==> src/rtl/udp_rx_filter.sv <==
// udp_rx_filter: receive-side Ethernet II / IPv4 / UDP header walker.
//
// Walks the 42-byte header of each MAC frame. Only IPv4 frames without options,
// carrying UDP and addressed to LOCAL_IP:LOCAL_PORT are accepted. The UDP payload
// of an accepted frame is forwarded one byte per cycle with a one-cycle latency.
// Every other frame is discarded and flagged with a single drop pulse.
//
// Ports:
//   clk      system clock
//   rstn     asynchronous active-low reset
//   rx_dv    MAC byte valid, high for the whole frame (preamble/SFD already stripped)
//   rx_byte  MAC frame byte
//   valid    payload byte strobe
//   o_data   payload byte, qualified by valid
//   rx_end   one-cycle pulse, one cycle after the last valid of an accepted datagram
//   o_len    declared payload length (UDP length - 8), held until the next frame's byte 39
//   trunc    high with rx_end when the frame ended before o_len bytes were emitted
//   drop     one-cycle pulse for a rejected frame
module udp_rx_filter #(
  parameter logic [31:0] LOCAL_IP   = 32'hC0A8_0102,
  parameter logic [15:0] LOCAL_PORT = 16'd8080
) (
  input  logic        clk,
  input  logic        rstn,
  input  logic        rx_dv,
  input  logic [7:0]  rx_byte,
  output logic        valid,
  output logic [7:0]  o_data,
  output logic        rx_end,
  output logic [15:0] o_len,
  output logic        trunc,
  output logic        drop
);

  // StEnd is the single cycle between the last payload byte and the rx_end pulse,
  // so that rx_end lands exactly one cycle after the last valid.
  typedef enum logic [2:0] {
    StIdle,
    StHeader,
    StPayload,
    StEnd,
    StTail,
    StDrop
  } state_e;

  state_e      state_q, state_d;
  logic [5:0]  hidx_q, hidx_d;
  logic [15:0] pcnt_q, pcnt_d;
  logic [7:0]  len_hi_q, len_hi_d;
  logic        valid_q, valid_d;
  logic [7:0]  o_data_q, o_data_d;
  logic        rx_end_q, rx_end_d;
  logic        trunc_q, trunc_d;
  logic        drop_q, drop_d;
  logic [15:0] o_len_q, o_len_d;

  logic [15:0] udp_len;
  logic [15:0] pcnt_inc;
  logic        hdr_ok;

  assign udp_len  = {len_hi_q, rx_byte};
  assign pcnt_inc = pcnt_q + 16'd1;

  // Per-byte header check; bytes not listed are don't-care (MACs, checksums, ...).
  always_comb begin
    hdr_ok = 1'b1;
    case (hidx_q)
      6'd12:   hdr_ok = (rx_byte == 8'h08);
      6'd13:   hdr_ok = (rx_byte == 8'h00);
      6'd14:   hdr_ok = (rx_byte == 8'h45);
      6'd23:   hdr_ok = (rx_byte == 8'h11);
      6'd30:   hdr_ok = (rx_byte == LOCAL_IP[31:24]);
      6'd31:   hdr_ok = (rx_byte == LOCAL_IP[23:16]);
      6'd32:   hdr_ok = (rx_byte == LOCAL_IP[15:8]);
      6'd33:   hdr_ok = (rx_byte == LOCAL_IP[7:0]);
      6'd36:   hdr_ok = (rx_byte == LOCAL_PORT[15:8]);
      6'd37:   hdr_ok = (rx_byte == LOCAL_PORT[7:0]);
      6'd39:   hdr_ok = (udp_len >= 16'd8);
      default: hdr_ok = 1'b1;
    endcase
  end

  always_comb begin
    state_d  = state_q;
    hidx_d   = hidx_q;
    pcnt_d   = pcnt_q;
    len_hi_d = len_hi_q;
    valid_d  = 1'b0;
    o_data_d = o_data_q;
    rx_end_d = 1'b0;
    trunc_d  = 1'b0;
    drop_d   = 1'b0;
    o_len_d  = o_len_q;

    case (state_q)
      StIdle: begin
        if (rx_dv) begin
          // Byte 0 (first destination MAC byte) is consumed unchecked.
          hidx_d  = 6'd1;
          state_d = StHeader;
        end
      end

      StHeader: begin
        if (!rx_dv) begin
          drop_d  = 1'b1;
          state_d = StIdle;
        end else begin
          hidx_d = hidx_q + 6'd1;
          if (hidx_q == 6'd38) begin
            len_hi_d = rx_byte;
          end
          if (!hdr_ok) begin
            drop_d  = 1'b1;
            state_d = StDrop;
          end else begin
            if (hidx_q == 6'd39) begin
              o_len_d = udp_len - 16'd8;
            end
            if (hidx_q == 6'd41) begin
              pcnt_d = 16'd0;
              // o_len_q already holds this frame's length (registered after byte 39).
              if (o_len_q == 16'd0) begin
                rx_end_d = 1'b1;
                state_d  = StTail;
              end else begin
                state_d = StPayload;
              end
            end
          end
        end
      end

      StPayload: begin
        if (rx_dv) begin
          valid_d  = 1'b1;
          o_data_d = rx_byte;
          pcnt_d   = pcnt_inc;
          if (pcnt_inc == o_len_q) begin
            state_d = StEnd;
          end
        end else begin
          // The last valid is on the output this cycle, so rx_end follows next cycle.
          rx_end_d = 1'b1;
          trunc_d  = 1'b1;
          state_d  = StIdle;
        end
      end

      StEnd: begin
        rx_end_d = 1'b1;
        // A frame ending right after its payload must not swallow the next frame.
        state_d  = rx_dv ? StTail : StIdle;
      end

      StTail, StDrop: begin
        if (!rx_dv) begin
          state_d = StIdle;
        end
      end

      default: begin
        state_d = StTail;
      end
    endcase
  end

  // Reset lands in StTail so a frame already in flight is ignored until rx_dv drops.
  always_ff @(posedge clk or negedge rstn) begin
    if (!rstn) begin
      state_q  <= StTail;
      hidx_q   <= 6'd0;
      pcnt_q   <= 16'd0;
      len_hi_q <= 8'd0;
      valid_q  <= 1'b0;
      o_data_q <= 8'd0;
      rx_end_q <= 1'b0;
      trunc_q  <= 1'b0;
      drop_q   <= 1'b0;
      o_len_q  <= 16'd0;
    end else begin
      state_q  <= state_d;
      hidx_q   <= hidx_d;
      pcnt_q   <= pcnt_d;
      len_hi_q <= len_hi_d;
      valid_q  <= valid_d;
      o_data_q <= o_data_d;
      rx_end_q <= rx_end_d;
      trunc_q  <= trunc_d;
      drop_q   <= drop_d;
      o_len_q  <= o_len_d;
    end
  end

  assign valid  = valid_q;
  assign o_data = o_data_q;
  assign rx_end = rx_end_q;
  assign trunc  = trunc_q;
  assign drop   = drop_q;
  assign o_len  = o_len_q;

endmodule

==> config.mk <==
export PLATFORM = sky130hd
export DESIGN_NAME = udp_rx_filter
export DESIGN_NICKNAME = d
export VERILOG_FILES = /design/src/rtl/udp_rx_filter.sv
export SDC_FILE = /design/constraint.sdc
export NUM_CORES = 1
export LEC_CHECK = 0
export CORE_ASPECT_RATIO = 1.2
export CORE_MARGIN = 2
export CORE_UTILIZATION = 55
export DETAILED_ROUTE_END_ITERATION = 16
export PLACE_DENSITY = 0.84
export SYNTH_ARGS = -nofsm -noshare
export SYNTH_HDL_FRONTEND = slang
export SYNTH_SLANG_ARGS = --single-unit
==> constraint.sdc <==
create_clock -name clk -period 3.08 [get_ports clk]
set_input_delay 0.462 -clock clk [delete_from_list [all_inputs] [get_ports clk]]
set_output_delay 0.462 -clock clk [all_outputs]
set_load 0.005 [all_outputs]
# Yosys cells after proc, flatten, opt, wreduce, memory -nomap -nowiden
# Index checks and enable logic that the tools add are counted.
# Widths: inputs -> output; s select.
word_totals:
  ff_bits: 61
  in_bits: 11
  output_inout_bits: 28
  elab_cells: 93
classes:
  n_mux: 31
  n_reduce_logical: 12
  n_lt_le_gt_ge: 1
  add_sub_neg: 3
  eq_ne: 36
ops:
  columns: ["op", "count"]
  rows:
  - ["$mux 16", 4]
  - ["$eq 6x6->1 const B", 7]
  - ["$pmux 16 s2", 1]
  - ["$mux 3", 9]
  - ["$eq 8x8->1 const B", 3]
  - ["$eq 6x4->1 const B", 3]
  - ["$eq 6x5->1 const B", 3]
  - ["$add 16x1->16 const B", 1]
  - ["$eq 16x16->1", 1]
  - ["$eq 8x5->1 const B", 2]
  - ["$ge 16x4->1 const B", 1]
  - ["$logic_not 16->1", 1]
  - ["$sub 16x4->16 const B", 1]
  - ["$pmux 3 s5", 1]
  - ["$mux 6", 2]
  - ["$ne 2x2->1 const B", 6]
  - ["$pmux 6 s2", 1]
  - ["$mux 1", 11]
  - ["$pmux 1 s11", 1]
  - ["$eq 8x1->1 const B", 1]
  - ["$eq 8x2->1 const B", 1]
  - ["$eq 8x4->1 const B", 1]
  - ["$eq 8x7->1 const B", 1]
  - ["$logic_not 8->1", 1]
  - ["other kinds (14)", 19]

# Depth between registers and ports, before layout
logic_depth:
  word_depth: 6
  mapped_depth: 10
  depth_no_buf: 9

# Least setup slack after synthesis
# No wires, ideal clock.
synth_path:
  path_kind: "register -> register"
  from: "reg hidx_q[0]"
  to: "reg o_len_q[5], in the netlist o_len[5]"
  synth_period_minus_slack_ps: 2375
  arrival_time_ps: 2233
  path_stages_with_launch: 10
  setup_ps: 142
  setup_slack_ps: 705
  path_buffers: 0
  cell_sequence: "dfrtp_1 -> inv_1 -> ha_1 -> nand3b_1 -> a211oi_2 -> xnor2_2 -> nand3_1 -> or3b_1 -> o41ai_4 -> a31oi_1"
synth_via:
  elab_chain_cells: 3
  elab_cells_between_ends: 13
  classes_between: "eq/ne: 11; mux: 1; reduce/logical: 1"
synth_rtl:
  columns: ["element", "line_no", "text"]
  rows:
  - ["start, declared", "47", "logic [5:0] hidx_q, hidx_d;"]
  - ["start signal, assigned", "183", "hidx_q <= hidx_d;"]
  - ["$eq 6x6->1, or another cell as far along", "67, 117", null]
  - ["$pmux 1 s11", "67", "case (hidx_q)"]
  - ["$reduce_and 4->1 (no line) (*)", null, null]
  - ["end signal, assigned", "191", "o_len_q <= o_len_d;"]
  - ["end, declared", "55", "logic [15:0] o_len_q, o_len_d;"]
# Mark *: on every way between the ends. The rest lies on a longest branch, timed or not.
# A chain may end at the register's enable or synchronous reset.

# Worst setup path after layout
layout_path:
  from: "reg hidx_q[0]"
  to: "reg drop_q, in the netlist drop"
layout_via:
  elab_chain_cells: 5
  elab_cells_between_ends: 15
  classes_between: "eq/ne: 11; mux: 4"
layout_rtl:
  columns: ["element", "line_no", "text"]
  rows:
  - ["$eq 6x6->1, or another cell as far along", "67", null]
  - ["$pmux 1 s11 (*)", "67", null]
  - ["$mux 1 (*)", "113", "if (!hdr_ok) begin"]
  - ["$mux 1 (*)", "105", "if (!rx_dv) begin"]
  - ["$mux 1 (*)", "95", "case (state_q)"]
  - ["named net drop_d", "54", "logic drop_q, drop_d;"]
  - ["end signal, assigned", "190", "drop_q <= drop_d;"]
  - ["end, declared", "54", null]
# The timed path passes the listed nets; every way through them passes the cells marked *.

==> impl_metrics.env <==
export IMPL_max_slew_margin_pct=60.5
export IMPL_grt_pass1_wl_um=16000
export IMPL_die_y_um=96.3
export IMPL_grt_use_total_pct=27.1
export IMPL_status="finished, final reports clean"
export IMPL_crit_path_end_kind="flop"
export IMPL_synthArstFlopShare_pct=100
export IMPL_critPathBufInv=1
export IMPL_grtUsageMet1_pct=33.7
export IMPL_cts_hold_fix_buffers=0
export IMPL_grt_max_degree=40
export IMPL_core_mm2=0.00685
export IMPL_worstSetupPathType="reg -> reg"
export IMPL_start_util_pct=57.0
export IMPL_yosys_most_used_dff="dfrtp_1"
export IMPL_grt_pass1_vias=3309
export IMPL_met2_usage_pct=45.9
export IMPL_num_antenna_cells=0
export IMPL_nets=502
export IMPL_cts_setup_buffers=0
export IMPL_crit_path_start_kind="flop"
export IMPL_dieArea_mm2=0.00780
export IMPL_syn_to_final_growth_pct=16.4
export IMPL_cts_buffers=9
export IMPL_cp_max_fo=6
export IMPL_period_share_pct=87.6
export IMPL_detailedRoute_firstPassIterationCount=5
export IMPL_overflow=0
export IMPL_arrival_ns=2.90
export IMPL_dpl_hpwl_um=7060
export IMPL_io_pins=39
export IMPL_vdd_ir_drop_max_v=0.000351
export IMPL_postSynthAreaPerCell_um2=8.59
export IMPL_cts_resized=0
export IMPL_h_tree_depth=3
export IMPL_rows=33
export IMPL_dp_cells=561
export IMPL_worstSkewPairLatency_ns=0.35
export IMPL_cts_sinks=61
export IMPL_cts_clk_slew_worst_paths_ns=0.08
export IMPL_total_power_mw=1.99
export IMPL_max_stage_delay_ns=0.43
export IMPL_vias=3598
export IMPL_syn_nets=472
export IMPL_dp_slack_ns=0.369
export IMPL_die_width_um=81.0
export IMPL_drtIter0Drc=253
export IMPL_ys_seq_elements=61
export IMPL_antenna_left=0
export IMPL_netlist_area_mm2=0.00391
export IMPL_routabilityCongestion=0.874
export IMPL_cpMaxStageDelayCell="dfrtp_1"
export IMPL_fin_setup_tns_ns=0
export IMPL_crit_cells=9
export IMPL_wirelength_um=9820
export IMPL_busiest_layer="met2"
export IMPL_crit_family="compound AO/OA/AOI/OAI gates"
export IMPL_leakage_nw=1.94
export IMPL_worstSetupEndpoint="drop"
export IMPL_slew_viol_final=0
export IMPL_fmaxAchievable_mhz=371
export IMPL_required_ns=3.29
export IMPL_ys_warnings_count=0
export IMPL_tritoncts="built"
export IMPL_r2r_start="hidx_q[0]"
export IMPL_n_fill_cell=577
export IMPL_fin_ws_ns=0.383
export IMPL_drc=0
export IMPL_skew_ns=0.0102
export IMPL_cp_cell_sequence="inv_1 > ha_1 > nand3b_1 > a211oi_2 > xnor2_2 > nand3_1 > or3b_1 > o41ai_4 > a21oi_1"
export IMPL_wl_per_cell_um=17.0
export IMPL_synth_cell_types=63
export IMPL_max_cap_violations=0
export IMPL_io_buffers=38
export IMPL_clockRootBuffer="clkbuf_8"
export IMPL_viasPerCell=6.24
export IMPL_r2r_end="drop"
export IMPL_drive_gt1_share_pct=9.18
export IMPL_rsz0062_at_grt="no"
export IMPL_p_per_area_mw_per_mm2=437
export IMPL_antenna_found_initial=0
export IMPL_hp_class="in -> async"
export IMPL_tightest_slew_ns=0.587
export IMPL_stdcell_count=577
export IMPL_clockBufferDepth=2
export IMPL_seq_area_frac_synth_pct=39.1
export IMPL_reg2regPathDepth=9
export IMPL_startpoint="hidx_q[0]"
export IMPL_met3_usage_pct=6.29
export IMPL_fin_crit_ns=2.70
export IMPL_hold_violations=0
export IMPL_reg2reg_setup_slack_ns=0.38
export IMPL_synth_edf_count=0
export IMPL_synthCells=455
export IMPL_setup_violations=0
-- layout by cell type, fill, tap and decap left out, drive strengths merged, types with 13 or more instances in the layout --
master	instances
a21oi	24
clkdlybuf4s50	37
dfrtp	60
nand2	59
nand3	19
nor2	42
nor3	18
o21ai	39
xnor2	26
xor2	13
-- layer usage --
layer / up-vias / routed length [um]
met1: 1745 / 4110
met4: 0 / 175
li1: 1691 / -
met3: 19 / 453
met5: - / 0
met2: 143 / 5080
-- per-stage QoR --
step	hold slack, ns	instance area, um^2	util, %
after floorplan	0.166	3910	-
after global placement	0.459	4330	63.1
after detailed placement	0.470	4330	63.1
after CTS	0.118	4550	66.4
after global routing	0.122	4550	66.4
final	0.109	4550	66.4
-- layout make-up --
class	instances	area, um^2	share of cell area (%)
multi-input cells	359	2230	48.9
flip-flops and latches	61	1530	33.6
repair buffers	46	435	9.57
clock buffers	10	128	2.80
well taps	87	109	2.39
clock inverters	6	95.1	2.09
inverters	8	30.0	0.660
-- report_power, final --
part	switching (mW)	total, mW	internal [mW]
logic	0.187	0.309	0.122
clock network	0.348	0.812	0.464
registers	0.0440	0.866	0.822
total	0.578	1.99	1.41
-- worst register-to-register path, stage by stage (launching register included) --
cell and delay [ns]:
dfrtp_1 0.43, inv_1 0.11, ha_1 0.29, nand3b_1 0.14, a211oi_2 0.35, xnor2_2 0.16, nand3_1 0.08, or3b_1 0.43
o41ai_4 0.43, a21oi_1 0.15
-- worst min-delay path by stage --
| stage | startpoint | to | slack (ns) | cells past startpoint |
|---|---|---|---|---|
| after floorplan | rstn | drop | 0.17 | 0 |
| after global placement | o_data[0] | o_data[0] | 0.46 | 2 |
| after detailed placement | o_data[5] | o_data[5] | 0.47 | 2 |
| after CTS | rstn | pcnt_q[7] | 0.12 | 1 |
| after global routing | rstn | pcnt_q[8] | 0.12 | 1 |
| final | rstn | pcnt_q[7] | 0.11 | 1 |
-- flip-flops by register name (all words and copies together) (netlist names) --
name,cells
o_data,8
pcnt_q,16
rx_end,1
hidx_q,6
drop,1
len_hi_q,8
valid,1
o_len,16
trunc,1
state_q,3
-- cell usage after synthesis, drive strengths merged (3+ instances only) --
library cell,instances,area share (%)
or2,3,0.54
o21ai,39,5.0
nand3,19,2.4
a31oi,8,1.3
a22o,3,0.67
nand2b,9,1.7
and2,4,0.64
xor2,13,2.9
nand4,8,1.4
a211oi,4,0.90
nor2,42,4.0
dfrtp,60,38
o41ai,3,1.2
ha,6,1.9
mux2,6,1.7
and3,6,0.96
nor4,11,1.8
nand2,59,5.7
inv,8,0.77
or3,3,0.48
xnor2,26,6.0
nand3b,7,1.3
buf,10,1.6
a21oi,24,3.1
clkbuf,17,1.6
nor3,18,2.7
o31ai,9,1.9
-- cells by family after synthesis --
group	synth area share (%)
compound gates	17.7
simple gates	26.2
xor+xnor	8.93
flops	39.1
mux	2.24
fa+ha+maj	1.92
buf+inv	3.97
Note: power is estimated with default switching activity, not from simulation.
